[src/rtl/stp_fsm_3_if.sv]
// Bus bundle for the polynomial store engine: command inputs, command-buffer read port,
// S/N memory write ports and completion/status.
interface stp_fsm_3_if #(
  parameter int AW = 10
);
  logic          start_stp;
  logic [2:0]    A;
  logic [4:0]    N_in;
  logic [AW-1:0] rd_addr_cmd;
  logic [15:0]   ram_out_cmd;
  logic          en_rd_cmd;
  logic [AW-1:0] rd_addr_cmd_updated;
  logic          en_wr_S;
  logic [6:0]    wr_addr_S;
  logic [15:0]   wr_data_S;
  logic          en_wr_N;
  logic [2:0]    wr_addr_N;
  logic [4:0]    wr_data_N;
  logic          done_stp;
  logic [31:0]   status;

  modport master (
    output start_stp, A, N_in, rd_addr_cmd, ram_out_cmd,
    input  en_rd_cmd, rd_addr_cmd_updated, en_wr_S, wr_addr_S, wr_data_S,
           en_wr_N, wr_addr_N, wr_data_N, done_stp, status
  );

  modport slave (
    input  start_stp, A, N_in, rd_addr_cmd, ram_out_cmd,
    output en_rd_cmd, rd_addr_cmd_updated, en_wr_S, wr_addr_S, wr_data_S,
           en_wr_N, wr_addr_N, wr_data_N, done_stp, status
  );
endinterface

[src/rtl/stp_fsm_3.sv]
// Polynomial store engine: copies N+1 coefficient tokens into S at A*11+i, then commits N.
// Optional macro STP_CLEAR_TAIL_EN zero-fills the unused coefficient slots above N.
module stp_fsm_3 #(
  parameter int buffer_size = 1024,
  parameter int AW          = $clog2(buffer_size)
) (
  input  logic        clk,
  input  logic        rst,
  stp_fsm_3_if.slave  bus
);

  localparam logic [31:0] ST_OK    = 32'h0000_0000;
  localparam logic [31:0] ST_DEGER = 32'h0000_0002;
  localparam logic [31:0] ST_BUSY  = 32'hFFFF_FFFF;
  localparam logic [4:0]  N_INVAL  = 5'b11111;
  localparam logic [4:0]  N_MAX    = 5'd10;
  localparam logic [3:0]  IDX_MAX  = 4'd10;

  typedef enum logic [3:0] {
    S_IDLE     = 4'd0,
    S_START    = 4'd1,
    S_INVAL    = 4'd2,
    S_CHECK_N  = 4'd3,
    S_RD_COEFF = 4'd4,
    S_WR_COEFF = 4'd5,
    S_WR_N     = 4'd6,
    S_ERROR    = 4'd7,
    S_END      = 4'd8
`ifdef STP_CLEAR_TAIL_EN
    , S_CLEAR  = 4'd9
`endif
  } state_t;

  state_t        r_state;
  state_t        w_state_nxt;
  logic [2:0]    r_a;
  logic [4:0]    r_n;
  logic [3:0]    r_idx;
  logic [AW-1:0] r_addr;
  logic [31:0]   r_status;

  logic [3:0]    w_idx_inc;
  logic          w_last_coeff;
  logic          w_en_rd;
  logic          w_en_wr_S;
  logic [15:0]   w_wr_data_S;
  logic          w_en_wr_N;
  logic [4:0]    w_wr_data_N;
  logic          w_done;

  // Read address advance with explicit wrap for non-power-of-two depths.
  function automatic logic [AW-1:0] addr_inc(input logic [AW-1:0] a);
    if (a == AW'(buffer_size - 1)) begin
      return {AW{1'b0}};
    end else begin
      return a + {{(AW-1){1'b0}}, 1'b1};
    end
  endfunction

  assign w_idx_inc    = r_idx + 4'd1;
  assign w_last_coeff = ({1'b0, w_idx_inc} > r_n);

  // State register.
  always_ff @(posedge clk or negedge rst) begin
    if (!rst) begin
      r_state <= S_IDLE;
    end else begin
      r_state <= w_state_nxt;
    end
  end

  // Next-state decode.
  always_comb begin
    w_state_nxt = r_state;
    case (r_state)
      S_IDLE: begin
        if (bus.start_stp) begin
          w_state_nxt = S_START;
        end else begin
          w_state_nxt = S_IDLE;
        end
      end
      S_START:   w_state_nxt = S_INVAL;
      S_INVAL:   w_state_nxt = S_CHECK_N;
      S_CHECK_N: begin
        // 5'b11111 is above N_MAX as well, so the invalid marker lands in ERROR too.
        if (r_n > N_MAX) begin
          w_state_nxt = S_ERROR;
        end else begin
          w_state_nxt = S_RD_COEFF;
        end
      end
      S_RD_COEFF: w_state_nxt = S_WR_COEFF;
      S_WR_COEFF: begin
        if (w_last_coeff) begin
`ifdef STP_CLEAR_TAIL_EN
          if (w_idx_inc > IDX_MAX) begin
            w_state_nxt = S_WR_N;
          end else begin
            w_state_nxt = S_CLEAR;
          end
`else
          w_state_nxt = S_WR_N;
`endif
        end else begin
          w_state_nxt = S_RD_COEFF;
        end
      end
`ifdef STP_CLEAR_TAIL_EN
      S_CLEAR: begin
        if (w_idx_inc > IDX_MAX) begin
          w_state_nxt = S_WR_N;
        end else begin
          w_state_nxt = S_CLEAR;
        end
      end
`endif
      S_WR_N:  w_state_nxt = S_END;
      S_ERROR: w_state_nxt = S_END;
      S_END:   w_state_nxt = S_IDLE;
      default: w_state_nxt = S_IDLE;
    endcase
  end

  // Command latch, coefficient index, read pointer and status.
  always_ff @(posedge clk or negedge rst) begin
    if (!rst) begin
      r_a      <= 3'd0;
      r_n      <= 5'd0;
      r_idx    <= 4'd0;
      r_addr   <= {AW{1'b0}};
      r_status <= ST_BUSY;
    end else begin
      case (r_state)
        S_START: begin
          r_a      <= bus.A;
          r_n      <= bus.N_in;
          r_addr   <= bus.rd_addr_cmd;
          r_idx    <= 4'd0;
          r_status <= ST_BUSY;
        end
        S_WR_COEFF: begin
          r_idx  <= w_idx_inc;
          r_addr <= addr_inc(r_addr);
        end
`ifdef STP_CLEAR_TAIL_EN
        S_CLEAR: begin
          r_idx <= w_idx_inc;
        end
`endif
        S_WR_N:  r_status <= ST_OK;
        S_ERROR: r_status <= ST_DEGER;
        default: r_status <= r_status;
      endcase
    end
  end

  // Output decode from state.
  always_comb begin
    w_en_rd     = 1'b0;
    w_en_wr_S   = 1'b0;
    w_wr_data_S = 16'h0000;
    w_en_wr_N   = 1'b0;
    w_wr_data_N = 5'd0;
    w_done      = 1'b0;
    case (r_state)
      S_INVAL: begin
        w_en_wr_N   = 1'b1;
        w_wr_data_N = N_INVAL;
      end
      S_RD_COEFF: w_en_rd = 1'b1;
      S_WR_COEFF: begin
        w_en_wr_S   = 1'b1;
        w_wr_data_S = bus.ram_out_cmd;
      end
`ifdef STP_CLEAR_TAIL_EN
      S_CLEAR: begin
        w_en_wr_S   = 1'b1;
        w_wr_data_S = 16'h0000;
      end
`endif
      S_WR_N: begin
        w_en_wr_N   = 1'b1;
        w_wr_data_N = r_n;
      end
      S_END:   w_done = 1'b1;
      default: w_done = 1'b0;
    endcase
  end

  assign bus.en_rd_cmd           = w_en_rd;
  assign bus.rd_addr_cmd_updated = r_addr;
  assign bus.en_wr_S             = w_en_wr_S;
  // Max 7*11+10 = 87, fits the 7-bit product.
  assign bus.wr_addr_S           = ({4'b0000, r_a} * 7'd11) + {3'b000, r_idx};
  assign bus.wr_data_S           = w_wr_data_S;
  assign bus.en_wr_N             = w_en_wr_N;
  assign bus.wr_addr_N           = r_a;
  assign bus.wr_data_N           = w_wr_data_N;
  assign bus.done_stp            = w_done;
  assign bus.status              = r_status;

endmodule
[src/flat_wrapper.sv]
// flat-port wrapper written by rule: the top's interface ports become plain ports
module stp_fsm_3_flat 
#(
  parameter int buffer_size = 1024,
  parameter int AW          = $clog2(buffer_size)
)
  (clk, rst, bus_start_stp, bus_A, bus_N_in, bus_rd_addr_cmd, bus_ram_out_cmd, bus_en_rd_cmd, bus_rd_addr_cmd_updated, bus_en_wr_S, bus_wr_addr_S, bus_wr_data_S, bus_en_wr_N, bus_wr_addr_N, bus_wr_data_N, bus_done_stp, bus_status);
  stp_fsm_3_if #(.AW(AW)) bus_i ();
  input  logic clk;
  input  logic rst;
  input wire logic [$bits(bus_i.start_stp)-1:0] bus_start_stp;
  input wire logic [$bits(bus_i.A)-1:0] bus_A;
  input wire logic [$bits(bus_i.N_in)-1:0] bus_N_in;
  input wire logic [$bits(bus_i.rd_addr_cmd)-1:0] bus_rd_addr_cmd;
  input wire logic [$bits(bus_i.ram_out_cmd)-1:0] bus_ram_out_cmd;
  output wire logic [$bits(bus_i.en_rd_cmd)-1:0] bus_en_rd_cmd;
  output wire logic [$bits(bus_i.rd_addr_cmd_updated)-1:0] bus_rd_addr_cmd_updated;
  output wire logic [$bits(bus_i.en_wr_S)-1:0] bus_en_wr_S;
  output wire logic [$bits(bus_i.wr_addr_S)-1:0] bus_wr_addr_S;
  output wire logic [$bits(bus_i.wr_data_S)-1:0] bus_wr_data_S;
  output wire logic [$bits(bus_i.en_wr_N)-1:0] bus_en_wr_N;
  output wire logic [$bits(bus_i.wr_addr_N)-1:0] bus_wr_addr_N;
  output wire logic [$bits(bus_i.wr_data_N)-1:0] bus_wr_data_N;
  output wire logic [$bits(bus_i.done_stp)-1:0] bus_done_stp;
  output wire logic [$bits(bus_i.status)-1:0] bus_status;
  assign bus_i.start_stp = bus_start_stp;
  assign bus_i.A = bus_A;
  assign bus_i.N_in = bus_N_in;
  assign bus_i.rd_addr_cmd = bus_rd_addr_cmd;
  assign bus_i.ram_out_cmd = bus_ram_out_cmd;
  assign bus_en_rd_cmd = bus_i.en_rd_cmd;
  assign bus_rd_addr_cmd_updated = bus_i.rd_addr_cmd_updated;
  assign bus_en_wr_S = bus_i.en_wr_S;
  assign bus_wr_addr_S = bus_i.wr_addr_S;
  assign bus_wr_data_S = bus_i.wr_data_S;
  assign bus_en_wr_N = bus_i.en_wr_N;
  assign bus_wr_addr_N = bus_i.wr_addr_N;
  assign bus_wr_data_N = bus_i.wr_data_N;
  assign bus_done_stp = bus_i.done_stp;
  assign bus_status = bus_i.status;
  stp_fsm_3 #(.buffer_size(buffer_size), .AW(AW)) u_core (.clk(clk), .rst(rst), .bus(bus_i));
endmodule
[config.mk]
export PLATFORM = sky130hd
export DESIGN_NAME = stp_fsm_3_flat
export DESIGN_NICKNAME = d
export VERILOG_FILES = /design/src/rtl/stp_fsm_3_if.sv /design/src/rtl/stp_fsm_3.sv /design/src/flat_wrapper.sv
export SDC_FILE = /design/constraint.sdc
export NUM_CORES = 1
export LEC_CHECK = 0
export ABC_AREA = 1
export BUFFER_PORTS_ARGS = -buffer_cell sky130_fd_sc_hd__clkbuf_2
export CAP_MARGIN = 20
export CORE_MARGIN = 1.5
export CORE_UTILIZATION = 51
export CTS_BUF_LIST = sky130_fd_sc_hd__clkbuf_4
export CTS_CLUSTER_DIAMETER = 40
export DETAILED_ROUTE_END_ITERATION = 7
export PLACE_DENSITY = 0.88
export SYNTH_ARGS = -nofsm -noshare
export SYNTH_HDL_FRONTEND = slang
export SYNTH_SLANG_ARGS = --single-unit
export TNS_END_PERCENT = 10
[constraint.sdc]
create_clock -name clk -period 6.25 [get_ports clk]
set_clock_uncertainty 0.15 [all_clocks]
set_input_delay 0.625 -clock clk [delete_from_list [all_inputs] [get_ports clk]]
set_output_delay 0.625 -clock clk [all_outputs]
set_load 0.03 [all_outputs]
# == Word-level counts from Yosys, hierarchy flattened ==
# Index checks and enable logic that the tools add are counted.
# totals
register_bits,58
input_bits,37
output_inout_bits,77
elab_cells,40
# classes
n_addsub,3
multipliers,1
order_cmp,2
eq_ne,9
mux,14
n_reduce_logical,5
# op_table
op,count
case mux 32 bit (3 select lines),1
case mux 4 bit (7 select lines),1
case mux 10 bit (2 select lines),1
"equality test 4 x 3 -> 1 bit, second input constant",4
2-to-1 mux 16 bit,1
"adder 10 x 1 -> 10 bit, second input constant",1
"equality test 10 bit, second input constant",1
2-to-1 mux 10 bit,1
case mux 5 bit (2 select lines),1
"equality test 4 x 2 -> 1 bit, second input constant",2
case mux 4 bit (2 select lines),1
adder 7 x 4 -> 7 bit,1
"multiplier 3 x 4 -> 7 bit, second input constant",1
greater-than comparator 4 x 5 -> 1 bit,1
"greater-than comparator 5 x 4 -> 1 bit, second input constant",1
2-to-1 mux 1 bit,5
"adder 4 x 1 -> 4 bit, second input constant",1
"equality test 4 x 1 -> 1 bit, second input constant",1
"equality test 4 bit, second input constant",1
zero test 4 bit,1
2-to-1 mux 2 bit,2
OR reduction 2 bit,2
nonzero test 3 bit,1
nonzero test 2 bit,1

# == Longest topological paths before layout ==
# Gate-level depths: netlist of run 1.
# logic_depth
word_depth,4
mapped_depth,10
depth_no_buf,10

# == Worst setup path after synthesis of run 1 ==
# OpenSTA, ideal clock, no wires.
# synth_path
kind,reg-to-output
start,"register u_core.r_a[1], in the netlist u_core.bus.wr_addr_N[1]"
end,output port bus_wr_addr_S[5]
arrival_time_ns,2.471
required_time_ns,5.475
slack_ns,3.004
path_stages_with_launch,7
path_buffers,0
path_cell_list,dfrtp_1 ha_1 fa_1 fa_1 nand3_1 nand2_1 xor2_1
# synth_between
elab_chain_cells,2
# synth_rtl
element,line,source
"start, declared",stp_fsm_3.sv:36,logic [2:0] r_a;
"start signal, assigned",stp_fsm_3.sv:136,r_a <= bus.A;
multiplier 3 x 4 -> 7 bit,stp_fsm_3.sv:195,"assign bus.wr_addr_S = ({4'b0000, r_a} * 7'd11) + {3'b000, r_idx};"
adder 7 x 4 -> 7 bit,stp_fsm_3.sv:195,
"end, declared",flat_wrapper.sv:19,output wire logic [$bits(bus_i.wr_addr_S)-1:0] bus_wr_addr_S;
# No other way between the ends.

# == Worst setup path after layout of run 1 ==
# layout_path
start,"register u_core.r_a[0], in the netlist u_core.bus.wr_addr_N[0]"
end,output port bus_wr_addr_S[6]
# Same word-level chain as after synthesis.

==> impl_metrics.ini, run 1 <==
[setup_path]
r2r_slack_ns = 4.25
worstRegToRegCells = 7
critPathCaptureType = output pin
r2r_start = u_core.r_state[2]$_DFF_PN0_
critPathLaunchType = flop
cp.buffers_inverters = 3
crit_family = adder cells
path_depth = 10
crit_end = bus_wr_addr_S[6]
critPathLaunch = u_core.bus.wr_addr_N[0]$_DFFE_PN0P_
arrival_ns = 2.66
critical_path_class = flop to output pin
worst-path-max-fanout = 5
crit_chain = ha_1, inv_1, fa_1, inv_1, ha_1, a21oi_1, nand2_1, a21oi_1, o21bai_1, clkbuf_2
slowest_stage = fa_1
cp.required_ns = 5.47
cpPeakStageDelay_ns = 0.49
r2r-end = u_core.bus.rd_addr_cmd_updated[8]$_DFFE_PN0P_

[route]
detail_route.iter0.violations = 70
drc_errors = 0
viasPerCell = 4.940
drt.antenna.violating_nets = 0
wl_per_cell_um = 11.30
num_vias = 2134
first_pass_iters = 4
wl_mm = 4.883

[grt]
grt_pass1_wl_mm = 8.521
antenna_found_initial = 0
grt_pass1_vias = 1956
overflow = 0
grt_max_degree = 33
groute.usage.overall_pct = 21.30

[synthesis]
yosys_warnings = 0
synth_area_sq_um = 2228
synthesis.nets = 360
ys_types = 26
synth_top_area_cell = dfrtp_1
synth.top_cells.by_area = dfrtp_1 (29%), buf_4 (11%), nand2_1 (10%)
syn_inst = 303
yosysSeqAreaShare_pct = 31.56
synth_top_area_share_pct = 29.20
synth_seq_cells = 28
syn_area_per_cell_sq_um = 7.354

[power_and_ir_drop]
ir_drop_mv = 0.4059
powerDensity_nw_per_um2 = 627.1
fin_total_pwr_uw = 1627
power_leakage_uw = 0.001615

[clock_tree]
postCtsHoldBufs = 0
cts_buffers = 3
htree_num_levels = 1
cts_setup_buffers = 0
root_buffer = clkbuf_4
cts_tree = yes
numClockSinks = 28
cts_buffer_depth = 2
clock_latency_ns = 0.32
cts_resized = 0
cts.clk_slew.worst_paths_ns = 0.15

[timing]
fmax_mhz = 291.3
grt_setup_unrepaired = false
fin_crit_sh_pct = 54.92
setup_viol = 0
drv_slew = 0
worst_pin_slew_ns = 0.7467
setup_tns_ns = 0
fin_ws_ns = 2.818
maxSlewHeadroom_pct = 50.04
finalHoldViolCount = 0
min_period_ns = 3.433

[run]
max_cap_violations = 0

[run_status]
status = finished, final reports clean

[floorplanning]
die_y_um = 69.10
dieArea_sq_um = 4775
initial_core_util_pct = 54.53
num_rows = 23
num_io_pins = 114
core-area_sq_um = 4086
die_w_um = 69.10

[cells_and_area]
diodes = 0
fin_nets = 441
syn_to_final_growth_pct = 16.45
fin_area_sq_um = 2595
drive_above_1_share_pct = 32.72
utilization_pct = 63.50

[place]
io_buffer_count = 113
pre_cts_ws_ns = 3.195
placed_area_sq_um = 2572
post-dp-hpwl_mm = 3.912
gp_congestion = 0.8887

[hold_path]
holdCritPathClass = input pin to async pin
-- through the flow --
stage | hold WS, ns | cells
final | 0.1634 | 432
after detailed placement | 0.3257 | 429
after global routing | 0.2041 | 432
after global placement | 0.3235 | 429
after floorplan | 0.1794 | 303
after CTS | 0.1807 | 432
-- final cells by class --
class                           instances  area (sq um)
Clock buffer                            3         22.52
Multi-Input combinational cell        189          1057
Timing Repair Buffer                  113         565.5
Sequential cell                        28         703.2
Tap cell                               50         62.56
Inverter                               49         183.9
Fill cell                             384          1491
-- flip-flops by register name, indices dropped and copies added, names as in the netlist --
signal                          flops
u_core.r_n                          5
u_core.bus.rd_addr_cmd_updated     10
u_core.r_state                      4
u_core.bus.wr_addr_N                3
u_core.bus.status                   2
u_core.r_idx                        4
-- how the worst min path moves through the flow --
stage / startpoint / endpoint / slack, ns / depth (start not counted)
6_report: rst / u_core.bus.rd_addr_cmd_updated[7]$_DFFE_PN0P_ / 0.16 / 1
5_1_grt: rst / u_core.bus.rd_addr_cmd_updated[7]$_DFFE_PN0P_ / 0.20 / 1
3_5_place_dp: u_core.r_state[3]$_DFF_PN0_ / u_core.r_state[0]$_DFF_PN0_ / 0.33 / 1
4_1_cts: rst / u_core.bus.rd_addr_cmd_updated[7]$_DFFE_PN0P_ / 0.18 / 1
2_1_floorplan: rst / u_core.bus.rd_addr_cmd_updated[0]$_DFFE_PN0P_ / 0.18 / 0
3_3_place_gp: u_core.r_state[3]$_DFF_PN0_ / u_core.r_state[0]$_DFF_PN0_ / 0.32 / 1
-- metal layers --
layer | global-route usage [%] | vias up | routed length [um]
li1 | - | 1081 | -
met1 | 26.98 | 951 | 2106
met2 | 38.78 | 98 | 2409
met3 | 2.047 | 4 | 332
met4 | 5.229 | 0 | 35
met5 | 0 | - | 0
-- cells in the mapped netlist --
| cell type | number |
|---|---|
| a211oi_1 | 2 |
| a21oi_1 | 23 |
| a22o_1 | 2 |
| buf_2 | 2 |
| buf_4 | 32 |
| buf_6 | 3 |
| dfrtp_1 | 26 |
| dfstp_2 | 2 |
| fa_1 | 3 |
| ha_1 | 17 |
| inv_1 | 47 |
| inv_2 | 2 |
| nand2_1 | 60 |
| nand2_2 | 2 |
| nand3_1 | 13 |
| nand4_1 | 3 |
| nor2_1 | 35 |
| nor2_2 | 1 |
| nor2_4 | 2 |
| nor3_1 | 3 |
| o211ai_1 | 1 |
| o21ai_0 | 14 |
| o21ai_1 | 1 |
| o21bai_1 | 1 |
| o22ai_1 | 1 |
| xor2_1 | 5 |
-- power breakdown --
group | switching, uW | internal (uW) | total, uW | leakage [uW]
Combinational | 848 | 333 | 1180 | 0.00126
Sequential | 109 | 263 | 373 | 0.000342
Clock | 51.0 | 22.6 | 73.6 | 0.0000138
-- cell families (layout without fill, tap and decap cells) --
group	after synthesis	after routing	synth area share [%]
AOI/OAI and AO/OA	45	45	10.95
buffers and inverters	86	165	21.00
and+or+nand+nor	119	119	22.29
DFF	28	28	31.56
adders and majority gates	20	20	12.24
xor gates and xnor gates	5	5	1.965
-- cell usage in the layout, fill, tap and decap left out, drive strengths merged --
cell / count
a211oi: 2
a21oi: 23
a22o: 2
clkbuf: 116
dfrtp: 26
dfstp: 2
fa: 3
ha: 17
inv: 49
nand2: 62
nand3: 13
nand4: 3
nor2: 38
nor3: 3
o211ai: 1
o21ai: 15
o21bai: 1
o22ai: 1
xor2: 5
(Power assumes the default switching activity.)
==> run 2: changes to the inputs <==
--- a/config.mk
+++ b/config.mk
@@ -9,11 +9,11 @@
 export BUFFER_PORTS_ARGS = -buffer_cell sky130_fd_sc_hd__clkbuf_2
 export CAP_MARGIN = 20
 export CORE_MARGIN = 1.5
-export CORE_UTILIZATION = 51
+export CORE_UTILIZATION = 47
 export CTS_BUF_LIST = sky130_fd_sc_hd__clkbuf_4
 export CTS_CLUSTER_DIAMETER = 40
 export DETAILED_ROUTE_END_ITERATION = 7
-export PLACE_DENSITY = 0.88
+export PLACE_DENSITY = 0.82
 export SYNTH_ARGS = -nofsm -noshare
 export SYNTH_HDL_FRONTEND = slang
 export SYNTH_SLANG_ARGS = --single-unit
==> constraint.sdc (replaced) <==
create_clock -name clk -period 3.5 [get_ports clk]
set_clock_uncertainty 0.15 [all_clocks]
set_input_delay 0.35 -clock clk [delete_from_list [all_inputs] [get_ports clk]]
set_output_delay 0.35 -clock clk [all_outputs]
set_load 0.03 [all_outputs]
==> run 2 against run 1 <==
The flow now finishes with violations (design-rule violations). Register-to-register slack worse by 2.7 ns. Setup slack worse by 2.5 ns. Largest cell class unchanged. Final cell count up 0.93%. Total power up 79%.
==> impl_metrics.ini, run 2 (synthesized netlist as in run 1, its figures left out) <==
[power_and_ir_drop]
p_comb_share_pct = 72.4
clock_power_share_pct = 4.7
swShare_pct = 62.09
p_switching_uw = 1808
internal_power_uw = 1104
fin_total_pwr_uw = 2912
seqPwrFrac_pct = 22.8
powerDensity_nw_per_um2 = 1115
ir_drop_mv = 0.5316
power_leakage_uw = 0.001620

[timing]
hold_ws_ns = 0.07020
drv_slew = 0
worst_pin_slew_ns = 0.7716
finalHoldViolCount = 0
maxSlewHeadroom_pct = 48.37
fmax_mhz = 316.6
fin_crit_sh_pct = 90.23
setup_viol = 0
min_period_ns = 3.158
grt_setup_unrepaired = false
setup_tns_ns = 0

[cells_and_area]
final_common_cell = clkbuf_2
layout.cells.non_filler = 436
drive_above_1_share_pct = 32.55
fin_nets = 442
largest_register_ffs = 10
fillers = 426
diodes = 0
multi_input_area_sq_um = 1057
regArea_sq_um = 703.2
syn_to_final_growth_pct = 17.18
mostFrequentLayoutCells = clkbuf_2 (113), nand2_1 (60), inv_1 (47)

[setup_path]
r2r_slack_ns = 1.55
slowest_stage = fa_1
critPathCaptureType = output pin
worst-path-max-fanout = 5
crit_chain = ha_1, inv_1, fa_1, inv_1, ha_1, a21oi_1, nand2_1, a21oi_1, o21bai_1, clkbuf_2
r2r_start = u_core.r_state[2]$_DFF_PN0_
crit_family = adder cells
cp.buffers_inverters = 3
cpPeakStageDelay_ns = 0.50
critical_path_class = flop to output pin
r2r-end = u_core.bus.rd_addr_cmd_updated[8]$_DFFE_PN0P_
critPathLaunchType = flop
arrival_ns = 2.66
worstRegToRegCells = 7
cp.required_ns = 3.00

[route]
drt.antenna.violating_nets = 0
num_vias = 2110
wl_per_cell_um = 11.39
viasPerCell = 4.839
drc_errors = 6
detail_route.iter0.violations = 77
wl_mm = 4.965
first_pass_iters = 8

[clock_tree]
htree_num_levels = 1
cts.clk_slew.worst_paths_ns = 0.15
numClockSinks = 28
cts_tree = yes
root_buffer = clkbuf_4
cts_buffers = 3
cts_buffer_depth = 2
clock_latency_ns = 0.33

[floorplanning]
die_w_um = 71.86
core-area_sq_um = 4444
die_y_um = 71.86
dieArea_sq_um = 5163
initial_core_util_pct = 50.14
num_io_pins = 114
num_rows = 24

[run_status]
status = finished with violations
violations = design-rule violations

[grt]
grt_pass1_vias = 1921
antenna_found_initial = 0
groute.usage.overall_pct = 19.80
grt_pass1_wl_mm = 8.266
overflow = 0
grt_max_degree = 33

[run]
max_cap_violations = 0

[hold_path]
hold_start = bus_A[2]
whs_endpoint = u_core.bus.wr_addr_N[2]$_DFFE_PN0P_
whs_path_depth = 3
holdCritPathClass = input pin to flop

[place]
io_buffer_count = 113
post-dp-hpwl_mm = 3.893
place_inst = 431
gp_congestion = 0.9206
run 2: cell count changes in the layout (fill, tap and decap cells not counted):
cell and delta:
clkinv_1 +1, dlygate4sd3_1 +1
run 2: what timing repair did:
action,CTS,global route
setup buffers,0,0
resized for setup,0,0
endpoints found under the hold margin,26,0
hold buffers,1,0
run 2: power groups by stage:
stage,registers [uW],logic [uW],clock network [uW]
floorplan,790,1680,0
global placement,664,2090,0
detailed placement,672,2120,0
CTS,667,2130,146
global route,692,2310,161
finish,665,2110,138
run 2: metrics by stage:
stage	util (%)	area, sq um	setup slack, ns
6_report	58.76	2611	0.3419
5_1_grt	58.76	2611	0.1774
4_1_cts	58.76	2611	0.3148
3_5_place_dp	57.94	2575	0.7066
3_3_place_gp	57.94	2575	0.7797
2_1_floorplan	-	2228	0.5294
run 2: cell type report:
class,instances,area share [%]
Multi-Input combinational cell,189,40.49
Sequential cell,28,26.93
Timing Repair Buffer,114,22.04
Inverter,49,7.044
Tap cell,52,2.492
Clock buffer,3,0.8625
Clock inverter,1,0.1437
run 2: routing by layer:
layer / track usage (%) / wire [um]
met1: 23.86 / 2099
met2: 35.49 / 2462
met4: 4.193 / 29
met5: 0 / 0
met3: 5.204 / 374
run 2: how the worst max path moves through the flow:
stage	startpoint	end	depth (start not counted)	slack (ns)
global placement	u_core.bus.wr_addr_N[0]$_DFFE_PN0P_	bus_wr_addr_S[6]	10	0.78
detailed placement	u_core.bus.wr_addr_N[2]$_DFFE_PN0P_	bus_wr_addr_S[6]	10	0.71
finish	u_core.bus.wr_addr_N[2]$_DFFE_PN0P_	bus_wr_addr_S[6]	10	0.34
CTS	u_core.bus.wr_addr_N[2]$_DFFE_PN0P_	bus_wr_addr_S[6]	10	0.31
floorplan	u_core.bus.wr_addr_N[1]$_DFFE_PN0P_	bus_wr_addr_S[5]	6	0.53
global route	u_core.bus.wr_addr_N[2]$_DFFE_PN0P_	bus_wr_addr_S[6]	10	0.18
run 2: tightest hold or removal path: stages:
cell	delay (ns)
clkbuf_2	0.08
nand2_1	0.04
nand2_1	0.05
==> run 3: changes to the inputs <==
--- a/config.mk
+++ b/config.mk
@@ -9,11 +9,11 @@
 export BUFFER_PORTS_ARGS = -buffer_cell sky130_fd_sc_hd__clkbuf_2
 export CAP_MARGIN = 20
 export CORE_MARGIN = 1.5
-export CORE_UTILIZATION = 47
+export CORE_UTILIZATION = 43
 export CTS_BUF_LIST = sky130_fd_sc_hd__clkbuf_4
 export CTS_CLUSTER_DIAMETER = 40
 export DETAILED_ROUTE_END_ITERATION = 7
-export PLACE_DENSITY = 0.82
+export PLACE_DENSITY = 0.79
 export SYNTH_ARGS = -nofsm -noshare
 export SYNTH_HDL_FRONTEND = slang
 export SYNTH_SLANG_ARGS = --single-unit
==> constraint.sdc (replaced) <==
create_clock -name clk -period 2.9 [get_ports clk]
set_clock_uncertainty 0.15 [all_clocks]
set_input_delay 0.29 -clock clk [delete_from_list [all_inputs] [get_ports clk]]
set_output_delay 0.29 -clock clk [all_outputs]
set_load 0.03 [all_outputs]
==> run 3 against run 2 <==
The flow finishes with violations (negative setup slack). Clock power is 25% higher. Worst hold slack worse by 0.028 ns. Utilization is 0.54 points lower. Non-clock buffer count is 19 higher. Final cell count is 8.5% higher. First-iteration DRC count is 53% higher. Critical path type unchanged. Largest cell class unchanged.
==> impl_metrics.ini, run 3 (synthesized netlist as in run 1, its figures left out) <==
[run_status]
status = finished with violations
violations = negative setup slack

[route]
wl_per_cell_um = 11.95
drc_errors = 0
num_vias = 2229
viasPerCell = 4.712
drt.antenna.violating_nets = 0
detail_route.iter0.violations = 118
first_pass_iters = 5
wl_mm = 5.653

[setup_path]
arrival_ns = 2.51
critical_path_class = flop to output pin
r2r-end = u_core.bus.rd_addr_cmd_updated[8]$_DFFE_PN0P_
r2r_slack_ns = 0.90
worst-path-max-fanout = 2
critPathLaunch = u_core.bus.wr_addr_N[2]$_DFFE_PN0P_
worstRegToRegCells = 7
critPathCaptureType = output pin
crit_end = bus_wr_addr_S[6]
r2r_start = u_core.r_state[2]$_DFF_PN0_
cp.required_ns = 2.46
critPathLaunchType = flop

[timing]
fmax_mhz = 339.0
drv_slew = 0
maxSlewHeadroom_pct = 49.28
setup_viol = 2
grt_setup_unrepaired = true
worst_pin_slew_ns = 0.7580
fin_crit_sh_pct = 101.7
min_period_ns = 2.950
finalHoldViolCount = 0
hold_ws_ns = 0.04226
fin_ws_ns = -0.05026

[power_and_ir_drop]
fin_total_pwr_uw = 3980
ir_drop_mv = 0.7902
powerDensity_nw_per_um2 = 1356
power_leakage_uw = 0.001711

[clock_tree]
cts_buffers = 3
cts_buffer_depth = 2
numClockSinks = 28
cts_tree = yes
clock_latency_ns = 0.34
cts.clk_slew.worst_paths_ns = 0.16
htree_num_levels = 1
root_buffer = clkbuf_4

[grt]
grt_max_degree = 33
overflow = 0
grt_pass1_vias = 1962
antenna_found_initial = 0
groute.usage.overall_pct = 19.89
grt_pass1_wl_mm = 8.590

[floorplanning]
dieArea_sq_um = 5624
initial_core_util_pct = 44.19
num_rows = 26
num_io_pins = 114
die_y_um = 74.99
core-area_sq_um = 5042
die_w_um = 74.99

[place]
post-dp-hpwl_mm = 3.873
gp_congestion = 0.8764
pre_cts_ws_ns = 0.1647
placed_area_sq_um = 2605
io_buffer_count = 113

[hold_path]
holdCritPathClass = input pin to flop

[cells_and_area]
largest_register_ffs = 10
fin_nets = 461
diodes = 0
mostFrequentLayoutCells = clkbuf_2 (109), nand2_1 (58), inv_1 (46)
utilization_pct = 58.21
final_common_cell = clkbuf_2
syn_to_final_growth_pct = 31.72
drive_above_1_share_pct = 37.97
fin_area_sq_um = 2935

[run]
max_cap_violations = 0
-- run 3: final cells by class --
| class | instances | area, sq um |
|---|---|---|
| tap | 70 | 87.58 |
| timing repair buffer | 133 | 765.7 |
| clock inverter | 1 | 3.754 |
| multi-input combinational | 189 | 1169 |
| clock buffer | 3 | 22.52 |
| sequential | 28 | 703.2 |
| inverter | 49 | 183.9 |
| fill | 421 | 2107 |
-- run 3: what timing repair did --
action	4_1_cts	5_1_grt
hold buffers	9	0
hold endpoints to repair	34	0
pin swaps	16	1
setup buffers	11	0
setup endpoints to repair	4	4
gates resized for setup	23	6
-- run 3: power breakdown --
part | switching (uW) | internal, uW | total, uW
logic | 2010 | 1010 | 3010
registers | 228 | 568 | 795
clock network | 123 | 50.8 | 173
-- run 3: worst max-delay path, stage by stage (launching register included) --
cell and delay, ns:
dfrtp_1 0.43, buf_6 0.13, ha_4 0.25, fa_2 0.46
ha_1 0.25, a21oi_4 0.16, nand2_2 0.09, a21oi_2 0.15
o21bai_1 0.08, buf_4 0.17
-- run 3: worst min path at each step --
stage,start,endpoint,slack [ns],cells after the start
detailed placement,rst,u_core.bus.wr_addr_N[2]$_DFFE_PN0P_,0.22,1
floorplan,rst,u_core.bus.rd_addr_cmd_updated[0]$_DFFE_PN0P_,-0.16,0
finish,bus_rd_addr_cmd[2],u_core.bus.rd_addr_cmd_updated[2]$_DFFE_PN0P_,0.04,3
global route,bus_rd_addr_cmd[2],u_core.bus.rd_addr_cmd_updated[2]$_DFFE_PN0P_,0.03,3
CTS,bus_rd_addr_cmd[2],u_core.bus.rd_addr_cmd_updated[2]$_DFFE_PN0P_,0.04,3
global placement,rst,u_core.bus.wr_addr_N[2]$_DFFE_PN0P_,0.22,1
-- run 3: per-layer routing --
metal | up-vias | part of all wire [%] | wire, um | GRT usage [%]
met4 | 0 | 1.2 | 67 | 5.253
met5 | - | 0 | 0 | 0
met3 | 9 | 6.3 | 355 | 3.614
met1 | 993 | 43 | 2452 | 24.52
met2 | 107 | 49 | 2778 | 35.69
li1 | 1120 | - | - | -
-- run 3: stage by stage --
| stage | setup TNS, ns | std cells |
|---|---|---|
| 6_report | -0.05987 | 473 |
| 5_1_grt | -0.4728 | 473 |
| 4_1_cts | -0.04606 | 473 |
| 3_5_place_dp | 0 | 449 |
| 3_3_place_gp | 0 | 449 |
| 2_1_floorplan | 0 | 303 |
